<file path="src/rtl/noekeon_round_engine.sv">
// Iterative Noekeon round engine: 16 full rounds (one per clock) feeding a combinational last-round stage.
// Build option NOEKEON_UNROLL2_EN chains two rounds per clock.
module noekeon_round_engine #(
  parameter int          ROUNDS      = 16,
  parameter logic [7:0]  RC_INIT_ENC = 8'h80,
  parameter logic [7:0]  RC_INIT_DEC = 8'hD4
) (
  input  logic         inClk,
  input  logic         inReset,
  input  logic         inStart,
  input  logic [127:0] inData,
  input  logic [127:0] inKey,
  input  logic         inDecipher,
  output logic         outBusy,
  output logic         outValid,
  input  logic         inReady,
  output logic [127:0] outData,
  output logic [127:0] outKey,
  output logic [7:0]   outRoundconst,
  output logic         outDecipher,
  output logic [1:0]   dbg_state
);

`ifdef NOEKEON_UNROLL2_EN
  localparam int STEP = 2;
`else
  localparam int STEP = 1;
`endif
  localparam int CW = $clog2(ROUNDS + 1);
  localparam logic [CW-1:0] LAST_CNT = CW'(ROUNDS - STEP);
  localparam logic [CW-1:0] CNT_STEP = CW'(STEP);

  typedef enum logic [1:0] {
    IDLE = 2'd0,
    RUN  = 2'd1,
    DONE = 2'd2
  } state_t;

  state_t        state_q, state_d;
  logic          load_en, round_en;
  logic [127:0]  data_q, key_q;
  logic [7:0]    rc_q;
  logic          dec_q;
  logic [CW-1:0] cnt_q;
  logic [127:0]  round1, data_nx;
  logic [7:0]    rc1, rc_nx;

  function automatic logic [31:0] rotl(input logic [31:0] x, input int n);
    return (x << n) | (x >> (32 - n));
  endfunction

  function automatic logic [31:0] rotr(input logic [31:0] x, input int n);
    return (x >> n) | (x << (32 - n));
  endfunction

  function automatic logic [127:0] theta(input logic [127:0] s, input logic [127:0] k);
    logic [31:0] a0, a1, a2, a3, t;
    a0 = s[31:0];
    a1 = s[63:32];
    a2 = s[95:64];
    a3 = s[127:96];
    t  = a0 ^ a2;
    t  = t ^ rotr(t, 8) ^ rotl(t, 8);
    a1 = a1 ^ t;
    a3 = a3 ^ t;
    a0 = a0 ^ k[31:0];
    a1 = a1 ^ k[63:32];
    a2 = a2 ^ k[95:64];
    a3 = a3 ^ k[127:96];
    t  = a1 ^ a3;
    t  = t ^ rotr(t, 8) ^ rotl(t, 8);
    a0 = a0 ^ t;
    a2 = a2 ^ t;
    return {a3, a2, a1, a0};
  endfunction

  function automatic logic [127:0] pi1(input logic [127:0] s);
    return {rotl(s[127:96], 2), rotl(s[95:64], 5), rotl(s[63:32], 1), s[31:0]};
  endfunction

  function automatic logic [127:0] pi2(input logic [127:0] s);
    return {rotr(s[127:96], 2), rotr(s[95:64], 5), rotr(s[63:32], 1), s[31:0]};
  endfunction

  function automatic logic [127:0] gamma(input logic [127:0] s);
    logic [31:0] a0, a1, a2, a3, t;
    a0 = s[31:0];
    a1 = s[63:32];
    a2 = s[95:64];
    a3 = s[127:96];
    a1 = a1 ^ (~a3 & ~a2);
    a0 = a0 ^ (a2 & a1);
    t  = a0;
    a0 = a3;
    a3 = t;
    a2 = a2 ^ a0 ^ a1 ^ a3;
    a1 = a1 ^ (~a3 & ~a2);
    a0 = a0 ^ (a2 & a1);
    return {a3, a2, a1, a0};
  endfunction

  // Encryption injects the constant before Theta, decryption after it.
  function automatic logic [127:0] round_fn(input logic [127:0] s, input logic [127:0] k,
                                            input logic [7:0] rc, input logic dec);
    logic [127:0] x;
    x = s;
    if (!dec) x[7:0] = x[7:0] ^ rc;
    x = theta(x, k);
    if (dec) x[7:0] = x[7:0] ^ rc;
    return pi2(gamma(pi1(x)));
  endfunction

  function automatic logic [7:0] rc_step(input logic [7:0] rc, input logic dec);
    logic [7:0] fwd, bwd, tmp;
    fwd = {rc[6:0], 1'b0} ^ (rc[7] ? 8'h1B : 8'h00);
    tmp = rc ^ 8'h1B;
    bwd = rc[0] ? {1'b1, tmp[7:1]} : {1'b0, rc[7:1]};
    return dec ? bwd : fwd;
  endfunction

  always_comb begin
    round1 = round_fn(data_q, key_q, rc_q, dec_q);
    rc1    = rc_step(rc_q, dec_q);
`ifdef NOEKEON_UNROLL2_EN
    data_nx = round_fn(round1, key_q, rc1, dec_q);
    rc_nx   = rc_step(rc1, dec_q);
`else
    data_nx = round1;
    rc_nx   = rc1;
`endif
  end

  // Handshake: inStart is taken only in IDLE (outBusy=0, outValid=0) and is never queued;
  // outValid stays high with all outputs frozen until a cycle with inReady=1, after which
  // the engine is IDLE on the next edge. inReady outside DONE has no effect.
  always_ff @(posedge inClk) begin
    if (inReset) state_q <= IDLE;
    else         state_q <= state_d;
  end

  always_comb begin
    state_d  = state_q;
    load_en  = 1'b0;
    round_en = 1'b0;
    case (state_q)
      IDLE: begin
        if (inStart) begin
          load_en = 1'b1;
          state_d = RUN;
        end
      end
      RUN: begin
        round_en = 1'b1;
        if (cnt_q == LAST_CNT) state_d = DONE;
      end
      DONE: begin
        if (inReady) state_d = IDLE;
      end
      default: state_d = IDLE;
    endcase
  end

  always_ff @(posedge inClk) begin
    if (inReset) begin
      data_q <= '0;
      key_q  <= '0;
      rc_q   <= '0;
      dec_q  <= 1'b0;
      cnt_q  <= '0;
    end else if (load_en) begin
      data_q <= inData;
      key_q  <= inKey;
      dec_q  <= inDecipher;
      rc_q   <= inDecipher ? RC_INIT_DEC : RC_INIT_ENC;
      cnt_q  <= '0;
    end else if (round_en) begin
      data_q <= data_nx;
      rc_q   <= rc_nx;
      cnt_q  <= cnt_q + CNT_STEP;
    end
  end

  assign outBusy       = (state_q == RUN);
  assign outValid      = (state_q == DONE);
  assign outData       = data_q;
  assign outKey        = key_q;
  assign outRoundconst = rc_q;
  assign outDecipher   = dec_q;
  assign dbg_state     = state_q;

endmodule
</file>
<file path="config.mk">
export PLATFORM = sky130hd
export DESIGN_NAME = noekeon_round_engine
export DESIGN_NICKNAME = d
export VERILOG_FILES = /design/src/rtl/noekeon_round_engine.sv
export SDC_FILE = /design/constraint.sdc
export NUM_CORES = 1
export LEC_CHECK = 0
export BUFFER_PORTS_ARGS = -buffer_cell sky130_fd_sc_hd__buf_2
export CORE_MARGIN = 2
export CORE_UTILIZATION = 49
export CTS_CLUSTER_SIZE = 14
export DETAILED_ROUTE_END_ITERATION = 7
export GPL_TIMING_DRIVEN = 0
export PLACE_DENSITY = 0.86
export SLEW_MARGIN = 30
export SYNTH_ARGS = -nofsm -noshare
export SYNTH_HDL_FRONTEND = slang
export SYNTH_SLANG_ARGS = --single-unit
export TNS_END_PERCENT = 30
</file>
<file path="constraint.sdc">
create_clock -name inClk -period 3.15 [get_ports inClk]
set_input_delay 0.63 -clock inClk [delete_from_list [all_inputs] [get_ports inClk]]
set_output_delay 0.63 -clock inClk [all_outputs]
set_load 0.005 [all_outputs]
</file>
==> run metrics <==
number of enable flip-flop cells after synthesis 0; total routing resource utilization after global routing 0.499; violations in the final reports negative setup slack; DRC violation count after routing 0; predominant post-synthesis flop cell dfxtp_1; length of the first detailed-routing pass in iterations 8; number of buffers inserted during clock tree synthesis 31; Hold Path Cell Cnt 3; total number of clock tree sinks 272; share of the synthesized area in the top cell type 0.278; filler cell count 2,725; data arrival at the endpoint of the critical path 3.92 ns; Synth Warn # 0; maximum clock frequency 296 MHz; Syn Area/Cell 8.91 um^2; endpoint kind of the worst setup timing path register; Post-DP HPWL 78,200 um; remaining global-route overflow 0; antenna violations before repair 4; sequential cell area 0.00560 mm^2; Reg2Reg Depth 7; # Max-Cap Violations 0; first-pass GRT wire length 146,000 um; beginning of the worst register-to-register path dbg_state[0]; clock skew after layout 0.0163 ns; Die X-Extent 204 um; Floorplan Core Area 0.0395 mm^2; Iter 0 DRT Violations 3,749; portion of the clock cycle consumed by the worst path in the final layout 1.07; area added between synthesis and finish 49.1%; critical-path maximum fanout 10; Wirelength per Cell 31.9 um; fin worst setup slack -0.233 ns; count of endpoints failing setup in the final report 160; routability congestion estimate 1.04; Gate Count Post-Synth 2,194; post-cts hold buffer count 0; proportion of synthesized flip-flops having asynchronous set or reset 0; CP required 3.68 ns; largest net degree at the start of global routing 16; biggest area contributors in the synthesized netlist dfxtp_1 (28%), xnor2_1 (15%), xnor3_1 (11%), a21oi_1 (6.5%), nand2_1 (6.2%); number of hold violations in the final report 0; starting density of the core 0.494; min-delay src inKey[40]; RSZ-0062 raised after global routing yes; Bufs on Longest Clock Path 3; count of vias placed by the detailed router 23,219; total count of max-transition violations in the final report 0; post-synthesis cell type with the largest combined area dfxtp_1; total number of nets in the final design 3,259; total standard cell area after synthesis 0.0196 mm^2; vias in the first global route 21,075; Routed WL 112,000 um; Endpoint, Worst Hold outKey[40]; I/O pins 530; clock latency at the later pin of the worst-skew pair 0.62 ns; internal reg-to-reg setup slack -0.23 ns; ANT nets after route 0; sequential element share of the synthesized area 0.278; Final min period 3.38 ns; floorplan die height 204 um; multi-input combinational cell area 0.0167 mm^2; total of flip-flops plus latches after synthesis 272; number of library cell types mapped by synthesis 68; outcome complete, but fails checks; CTS tree yes; count of input and output buffers 529; hold slack 0.240 ns; share of final-layout standard cells stronger than drive strength 1 0.434; cell row count 73; H-tree level count 1; Slew headroom 0.195; min-delay worst type input pin to register; total die area 0.0415 mm^2; crit path kind register to register; critical path startpoint category register; register clock-pin slew on the reported worst setup and hold paths 0.07 ns; Tightest Pin Transition 1.21 ns; Post-Synthesis Net Count 2,486; average via count per standard cell 6.60; Reg2Reg Capture Point outKey[82]; clock root buffer master clkbuf_16
cell usage in the layout (no fill, tap or decap), types with 45 or more instances in the layout:
master,count
xor2_1,54
xnor3_1,61
xnor2_4,99
xnor2_1,174
a22oi_1,80
dfxtp_1,178
buf_4,193
nand3_1,50
nor3_1,45
buf_2,537
dfxtp_2,81
nand2_1,325
a21oi_1,249
clkbuf_1,64
o21ai_0,48
xnor2_2,98
nor2_1,49
cell usage after synthesis, types with 4 or more instances:
cell	count
xnor3_1	99
dfxtp_1	272
o32ai_1	6
xnor2_4	5
buf_1	12
nand2_1	325
xnor3_4	4
xor3_1	8
xnor3_2	4
o21ai_0	60
nor4_1	11
a221o_1	4
inv_1	47
nor2b_1	9
xnor2_2	25
a21boi_0	4
nand4_1	6
or3_1	19
nand3_1	51
a31oi_1	19
a21oi_1	253
nor3_1	49
and3_1	35
clkbuf_1	102
nor2_1	56
a211o_1	5
nor3b_1	6
xnor2_1	341
o211ai_1	19
a21o_1	6
mux2i_1	5
o221ai_1	5
a211oi_1	4
ha_1	31
o21bai_1	6
a22oi_1	80
o21a_1	14
xor2_1	96
o22ai_1	24
nand2b_1	22
layer usage:
layer | GRT usage | wire, um
met5 | 0.00357 | 37
met4 | 0.354 | 10000
met3 | 0.165 | 17200
met2 | 0.753 | 47600
met1 | 0.598 | 37500
sequential cells by signal (all words and copies together), names as in the netlist:
name and flops:
outKey 128, outData 128, outRoundconst 8, cnt_q 5
dbg_state 2, outDecipher 1
stage by stage:
stage                     std cells  instance area, um^2  worst slack (ns)   TNS, ns   util
final                          3520                29100            -0.233    -12.13  0.737
after global routing           3516                29100            -0.201     -7.12  0.737
after CTS                      3399                27100            -0.146     -1.36  0.686
after detailed placement       3249                22900             -1.31   -102.70  0.580
after global placement         3248                22900             -1.33   -116.72  0.578
after floorplan                2194                19600          -0.00160  -0.00160      -
logic make-up (layout without fill, tap and decap cells):
kind of cell	Yosys count	count (layout)	synth area share
xor+xnor	586	586	0.363
mux	9	9	0.00486
buf+inv	166	963	0.0322
compound gates	527	527	0.162
simple gates	603	603	0.139
flops	272	272	0.278
fa+ha+maj	31	31	0.0198
other cells	0	4	0
what timing repair did:
item / in CTS / in global routing
pin swaps: 102 / 147
setup endpoints to repair: 184 / 190
gates resized for setup: 382 / 239
gates cloned: 0 / 1
buffers inserted: 93 / 115
worst max-delay path: stages (launching register included):
cell,delay [ns]
dfxtp_1,0.40
nor2_1,0.15
nand2_1,0.18
clkdlybuf4s15_1,0.79
clkbuf_2,0.60
clkbuf_1,0.73
nand2_1,0.24
a21oi_1,0.21
how the worst max path moves through the flow:
stage	from	endpoint	slack, ns	depth (start not counted)
floorplan	outKey[35]	outData[67]	-0.002	11
global placement	inReset	outData[70]	-1.33	7
detailed placement	inReset	outData[78]	-1.31	7
CTS	outData[0]	outData[2]	-0.15	10
global route	outData[35]	outData[47]	-0.20	11
finish	dbg_state[0]	outKey[82]	-0.23	7
cell type report:
class / instances / area share
antenna: 4 / 0.000343
buffer: 117 / 0.0189
clock buffer: 46 / 0.0306
clock inverter: 11 / 0.00584
inverter: 49 / 0.00657
multi-input combinational: 1756 / 0.572
sequential: 272 / 0.192
tap: 525 / 0.0225
timing repair buffer: 740 / 0.151
Power is not shown: default switching activity piles up to over one toggle a cycle in this logic, so the estimate is an artifact.
